### src/rtl/lsu_mem_arbiter.sv
// Round-robin arbiter sharing one data-memory channel
// between the load/store units of a compute core.
module lsu_mem_arbiter #(
  parameter int NUM_CONSUMERS = 4,
  parameter int ADDR_BITS     = 8,
  parameter int DATA_BITS     = 8
) (
  input  logic                               clock,
  input  logic                               reset,
  input  logic [NUM_CONSUMERS-1:0]           consumer_read_valid,
  input  logic [NUM_CONSUMERS*ADDR_BITS-1:0] consumer_read_address,
  output logic [NUM_CONSUMERS-1:0]           consumer_read_ready,
  output logic [NUM_CONSUMERS*DATA_BITS-1:0] consumer_read_data,
  input  logic [NUM_CONSUMERS-1:0]           consumer_write_valid,
  input  logic [NUM_CONSUMERS*ADDR_BITS-1:0] consumer_write_address,
  input  logic [NUM_CONSUMERS*DATA_BITS-1:0] consumer_write_data,
  output logic [NUM_CONSUMERS-1:0]           consumer_write_ready,
  output logic                               mem_read_valid,
  output logic [ADDR_BITS-1:0]               mem_read_address,
  input  logic                               mem_read_ready,
  input  logic [DATA_BITS-1:0]               mem_read_data,
  output logic                               mem_write_valid,
  output logic [ADDR_BITS-1:0]               mem_write_address,
  output logic [DATA_BITS-1:0]               mem_write_data,
  input  logic                               mem_write_ready
);

  localparam int IW = $clog2(NUM_CONSUMERS);

  typedef logic [IW-1:0] idx_t;

  typedef enum logic [1:0] {
    IDLE,
    READ_WAIT,
    WRITE_WAIT,
    RESPOND
  } state_t;

  state_t state;
  state_t state_nxt;

  // last_grant doubles as the index of the transaction in flight
  idx_t last_grant;
  logic is_write;

  logic [NUM_CONSUMERS-1:0] req;
  logic                     found;
  idx_t                     pick;
  logic [IW:0]              probe;
  logic                     pick_rd;
  logic [ADDR_BITS-1:0]     pick_raddr;
  logic [ADDR_BITS-1:0]     pick_waddr;
  logic [DATA_BITS-1:0]     pick_wdata;

  assign req = consumer_read_valid | consumer_write_valid;

  // Search last_grant+1, last_grant+2, ... wrapping at NUM_CONSUMERS
  always_comb begin
    found = 1'b0;
    pick  = last_grant;
    probe = '0;
    for (int k = 1; k <= NUM_CONSUMERS; k++) begin
      probe = {1'b0, last_grant} + (IW+1)'(k);
      if (probe >= (IW+1)'(NUM_CONSUMERS))
        probe = probe - (IW+1)'(NUM_CONSUMERS);
      if (!found && req[probe[IW-1:0]]) begin
        found = 1'b1;
        pick  = probe[IW-1:0];
      end
    end
  end

  always_comb begin
    pick_raddr = '0;
    pick_waddr = '0;
    pick_wdata = '0;
    for (int i = 0; i < NUM_CONSUMERS; i++) begin
      if (pick == idx_t'(i)) begin
        pick_raddr = consumer_read_address[i*ADDR_BITS +: ADDR_BITS];
        pick_waddr = consumer_write_address[i*ADDR_BITS +: ADDR_BITS];
        pick_wdata = consumer_write_data[i*DATA_BITS +: DATA_BITS];
      end
    end
  end

  // Reads win over a simultaneous write from the same LSU
  assign pick_rd = consumer_read_valid[pick];

  always_ff @(posedge clock) begin
    if (reset) state <= IDLE;
    else       state <= state_nxt;
  end

  always_comb begin
    state_nxt            = state;
    mem_read_valid       = 1'b0;
    mem_write_valid      = 1'b0;
    consumer_read_ready  = '0;
    consumer_write_ready = '0;
    case (state)
      IDLE: begin
        if (found)
          state_nxt = pick_rd ? READ_WAIT : WRITE_WAIT;
      end
      READ_WAIT: begin
        mem_read_valid = 1'b1;
        if (mem_read_ready) state_nxt = RESPOND;
      end
      WRITE_WAIT: begin
        mem_write_valid = 1'b1;
        if (mem_write_ready) state_nxt = RESPOND;
      end
      RESPOND: begin
        state_nxt = IDLE;
        if (is_write) consumer_write_ready[last_grant] = 1'b1;
        else          consumer_read_ready[last_grant]  = 1'b1;
      end
      default: state_nxt = IDLE;
    endcase
  end

  always_ff @(posedge clock) begin
    if (reset) begin
      last_grant         <= idx_t'(NUM_CONSUMERS-1);
      is_write           <= 1'b0;
      mem_read_address   <= '0;
      mem_write_address  <= '0;
      mem_write_data     <= '0;
      consumer_read_data <= '0;
    end else begin
      if (state == IDLE && found) begin
        last_grant <= pick;
        is_write   <= !pick_rd;
        if (pick_rd) begin
          mem_read_address <= pick_raddr;
        end else begin
          mem_write_address <= pick_waddr;
          mem_write_data    <= pick_wdata;
        end
      end
      if (state == READ_WAIT && mem_read_ready) begin
        for (int i = 0; i < NUM_CONSUMERS; i++) begin
          if (last_grant == idx_t'(i))
            consumer_read_data[i*DATA_BITS +: DATA_BITS] <= mem_read_data;
        end
      end
    end
  end

endmodule

### config.mk
export PLATFORM = sky130hd
export DESIGN_NAME = lsu_mem_arbiter
export DESIGN_NICKNAME = d
export VERILOG_FILES = /design/src/rtl/lsu_mem_arbiter.sv
export SDC_FILE = /design/constraint.sdc
export NUM_CORES = 1
export LEC_CHECK = 0
export ABC_AREA = 1
export BUFFER_PORTS_ARGS = -buffer_cell sky130_fd_sc_hd__clkbuf_2
export CAP_MARGIN = 20
export CORE_MARGIN = 5
export CORE_UTILIZATION = 50
export CTS_BUF_LIST = sky130_fd_sc_hd__clkbuf_8
export DETAILED_ROUTE_END_ITERATION = 6
export HOLD_SLACK_MARGIN = 0.03
export PLACE_DENSITY = 0.87
export SLEW_MARGIN = 20
export SYNTH_ARGS = -nofsm -noshare
export SYNTH_HDL_FRONTEND = slang
export SYNTH_SLANG_ARGS = --single-unit
### constraint.sdc
create_clock -name clock -period 6.21 [get_ports clock]
set_input_delay 0.621 -clock clock [delete_from_list [all_inputs] [get_ports clock]]
set_output_delay 0.621 -clock clock [all_outputs]
set_load 0.05 [all_outputs]
==> impl_metrics.json <==
{
  "rr_worst_depth": 13,
  "arrival_ns": 3.20,
  "clk_latency_ns": 0.35,
  "hp-class": "flop to flop",
  "start_kind": "flop",
  "cellPowerDensity_nw_per_um2": 587,
  "drv_slew": 0,
  "post_cts_resized": 0,
  "rows": 30,
  "holdCritStartpoint": "consumer_read_data[22]",
  "rr_endpoint": "mem_read_address[1]",
  "relSlewSlack_pct": 64.0,
  "core_um2": 6790,
  "grtUsageTotal_pct": 24.3,
  "finClkSkew_ns": 0.0157,
  "fill_cells": 614,
  "r2r_start": "last_grant[0]",
  "dr.pass1.iters": 6,
  "syn_area_um2": 3490,
  "drc": 0,
  "gr-total-overflow": 0,
  "diodes": 0,
  "die_x_um": 93.6,
  "status": "completed",
  "antenna_found_initial": 0,
  "worst-slew-pin-transition_ns": 0.538,
  "cp-end-kind": "flop",
  "dpl_cell_area_um2": 4400,
  "required_ns": 6.48,
  "layout.nets": 847,
  "dp_hpwl_um": 8490,
  "layout-drive-gt1-share_pct": 31.2,
  "cts_buffers": 9,
  "wl_per_cell_um": 13.3,
  "path_clk_slew_ns": 0.07,
  "ys_ff_latch": 61,
  "fin_area_um2": 4660,
  "hold_viol": 0,
  "place_congestion": 0.946,
  "drtAntennaViolNets": 0,
  "post-cts-setup-buffer-count": 0,
  "fin_crit_ns": 2.94,
  "io-pin-count": 182,
  "port_buffers": 181,
  "syn_avg_cell_area_um2": 6.35,
  "fmax_mhz": 341,
  "rsz0062_at_grt": "no",
  "totalWireLength_um": 10900,
  "start_util_pct": 51.4,
  "cts_max_level": 3,
  "die_h_um": 93.6,
  "syn_inst": 550,
  "seq_area_frac_synth_pct": 35.0,
  "leakage_nw": 2.43,
  "cts_root_buf": "clkbuf_8",
  "finalCritPeriodShare_pct": 47.3,
  "rrSetupSlack_ns": 3.27,
  "ir_worst_vdd_mv": 0.404,
  "drt_iter0_drc": 188,
  "grt_pass1_wl_um": 17100,
  "yosys_warnings": 0,
  "vias": 4108,
  "hold_buffers": 0,
  "min_path_cells": 2,
  "first_global_vias": 3828,
  "setup_viol": 0,
  "drv_cap": 0,
  "critical_path_class": "flop to flop",
  "cp_max_fo": 20,
  "dieArea_um2": 8760,
  "holdPathEnd": "consumer_read_data[22]",
  "vias_per_cell": 4.99,
  "cts_tree": "yes",
  "cts_sinks": 61,
  "synth_nets": 675,
  "area_growth_pct": 33.5,
  "synth_cell_type_count": 25,
  "cts.path.max_buffers": 2,
  "grt_max_degree": 59,
  "setup_tns_ns": 0
}
-- critical path, cell delays in order, from the launching register on --
cell and delay (ns):
dfxtp_1 0.63, inv_6 0.08, ha_1 0.40, inv_1 0.17, nand3_1 0.12, nand2_2 0.14
nand3_4 0.09, nand2_1 0.08, nand2_2 0.18, nor2_4 0.46, inv_2 0.13, nor2_1 0.16
nor2_1 0.07, o21ai_1 0.13
-- per-layer routing --
layer	track usage [%]	wire length (um)	vias up
met5	0	0	-
met4	10.7	361	0
met3	4.99	997	39
met2	40.6	5200	213
met1	30.1	4390	1793
li1	-	-	2063
-- state kept, by name, indices dropped and copies added, names as in the netlist --
| register | cells |
|---|---|
| mem_read_address | 8 |
| mem_write_data | 8 |
| consumer_read_data | 32 |
| last_grant | 2 |
| mem_write_address | 8 |
| state | 2 |
| is_write | 1 |
-- how the worst max path moves through the flow --
stage	start	to	slack, ns
after floorplan	last_grant[0]	mem_write_address[7]	3.98
after CTS	last_grant[0]	mem_read_address[1]	3.30
after detailed placement	last_grant[0]	mem_read_address[7]	3.36
after global routing	last_grant[0]	mem_read_address[1]	3.10
after global placement	last_grant[0]	mem_read_address[6]	3.52
final	last_grant[0]	mem_read_address[1]	3.27
-- per-stage QoR --
step                      instances  hold WS, ns  worst slack [ns]  utilization, %  power, mW
after floorplan                 550        0.472              3.98               -       1.98
after global placement          807        0.432              3.52            64.8       2.22
after detailed placement        807        0.437              3.36            64.8       2.27
after CTS                       823        0.447              3.30            68.6       2.74
after global routing            823        0.463              3.10            68.6       2.96
final                           823        0.447              3.27            68.6       2.74
-- power breakdown --
group / internal, mW / switching (mW) / leakage [nW]
Combinational: 0.492 / 1.24 / 1.79
Sequential: 0.484 / 0.0591 / 0.498
Clock: 0.298 / 0.162 / 0.134
-- cell usage in the layout, fill, tap and decap left out --
cell / netlist / final
inv_1: 69 / 70
clkbuf_2: 0 / 181
nand4_2: 1 / 1
nor2_2: 2 / 2
nand2_2: 10 / 10
o221ai_1: 1 / 1
inv_2: 5 / 5
nor2_4: 2 / 2
o21ai_1: 5 / 5
nand4_1: 15 / 15
o21ai_2: 1 / 1
nand2_1: 165 / 165
bufinv_16: 0 / 3
buf_4: 6 / 2
nand3_2: 2 / 2
nand3_4: 2 / 2
ha_1: 9 / 9
dfxtp_1: 61 / 61
nand3_1: 35 / 35
clkbuf_8: 0 / 12
nand2_4: 3 / 3
nor2_1: 67 / 67
a21oi_1: 37 / 37
inv_6: 1 / 1
o21ai_0: 35 / 35
-- layout make-up --
cell class / count / area (um2) / area share [%]
clock inverters: 4 / 93.8 / 2.01
multi-input cells: 392 / 1850 / 39.8
repair buffers: 183 / 921 / 19.8
flip-flops and latches: 61 / 1220 / 26.2
well taps: 96 / 120 / 2.58
clock buffers: 12 / 165 / 3.54
inverters: 75 / 287 / 6.15
-- cell usage after synthesis --
| library cell | n | share of area (%) |
|---|---|---|
| o221ai_1 | 1 | 0.25 |
| o21ai_1 | 5 | 0.72 |
| nand2_4 | 3 | 0.97 |
| buf_4 | 6 | 1.3 |
| dfxtp_1 | 61 | 35 |
| nand4_1 | 15 | 2.7 |
| nand2_2 | 10 | 1.8 |
| buf_2 | 3 | 0.43 |
| inv_1 | 69 | 7.4 |
| ha_1 | 9 | 3.2 |
| o21ai_2 | 1 | 0.25 |
| a21oi_1 | 37 | 5.3 |
| nor2_4 | 2 | 0.64 |
| nand3_1 | 35 | 5.0 |
| nor2_1 | 67 | 7.2 |
| o21ai_0 | 35 | 5.0 |
| nor2_2 | 2 | 0.36 |
| nand2_1 | 165 | 18 |
| inv_2 | 5 | 0.54 |
| clkbuf_1 | 10 | 1.1 |
| nand3_4 | 2 | 1.0 |
| buf_6 | 3 | 0.97 |
| nand4_2 | 1 | 0.36 |
| nand3_2 | 2 | 0.57 |
| inv_6 | 1 | 0.25 |
-- cell families (layout without fill, tap and decap cells) --
kind of cell    after synthesis  in the layout  share of synthesized area (%)
buf+inv                      97            274                           12.0
flops                        61             61                           35.0
fa+ha+maj                     9              9                           3.22
compound gates               79             79                           11.5
simple gates                304            304                           38.3
No activity file was read; power rests on OpenSTA's default activity.
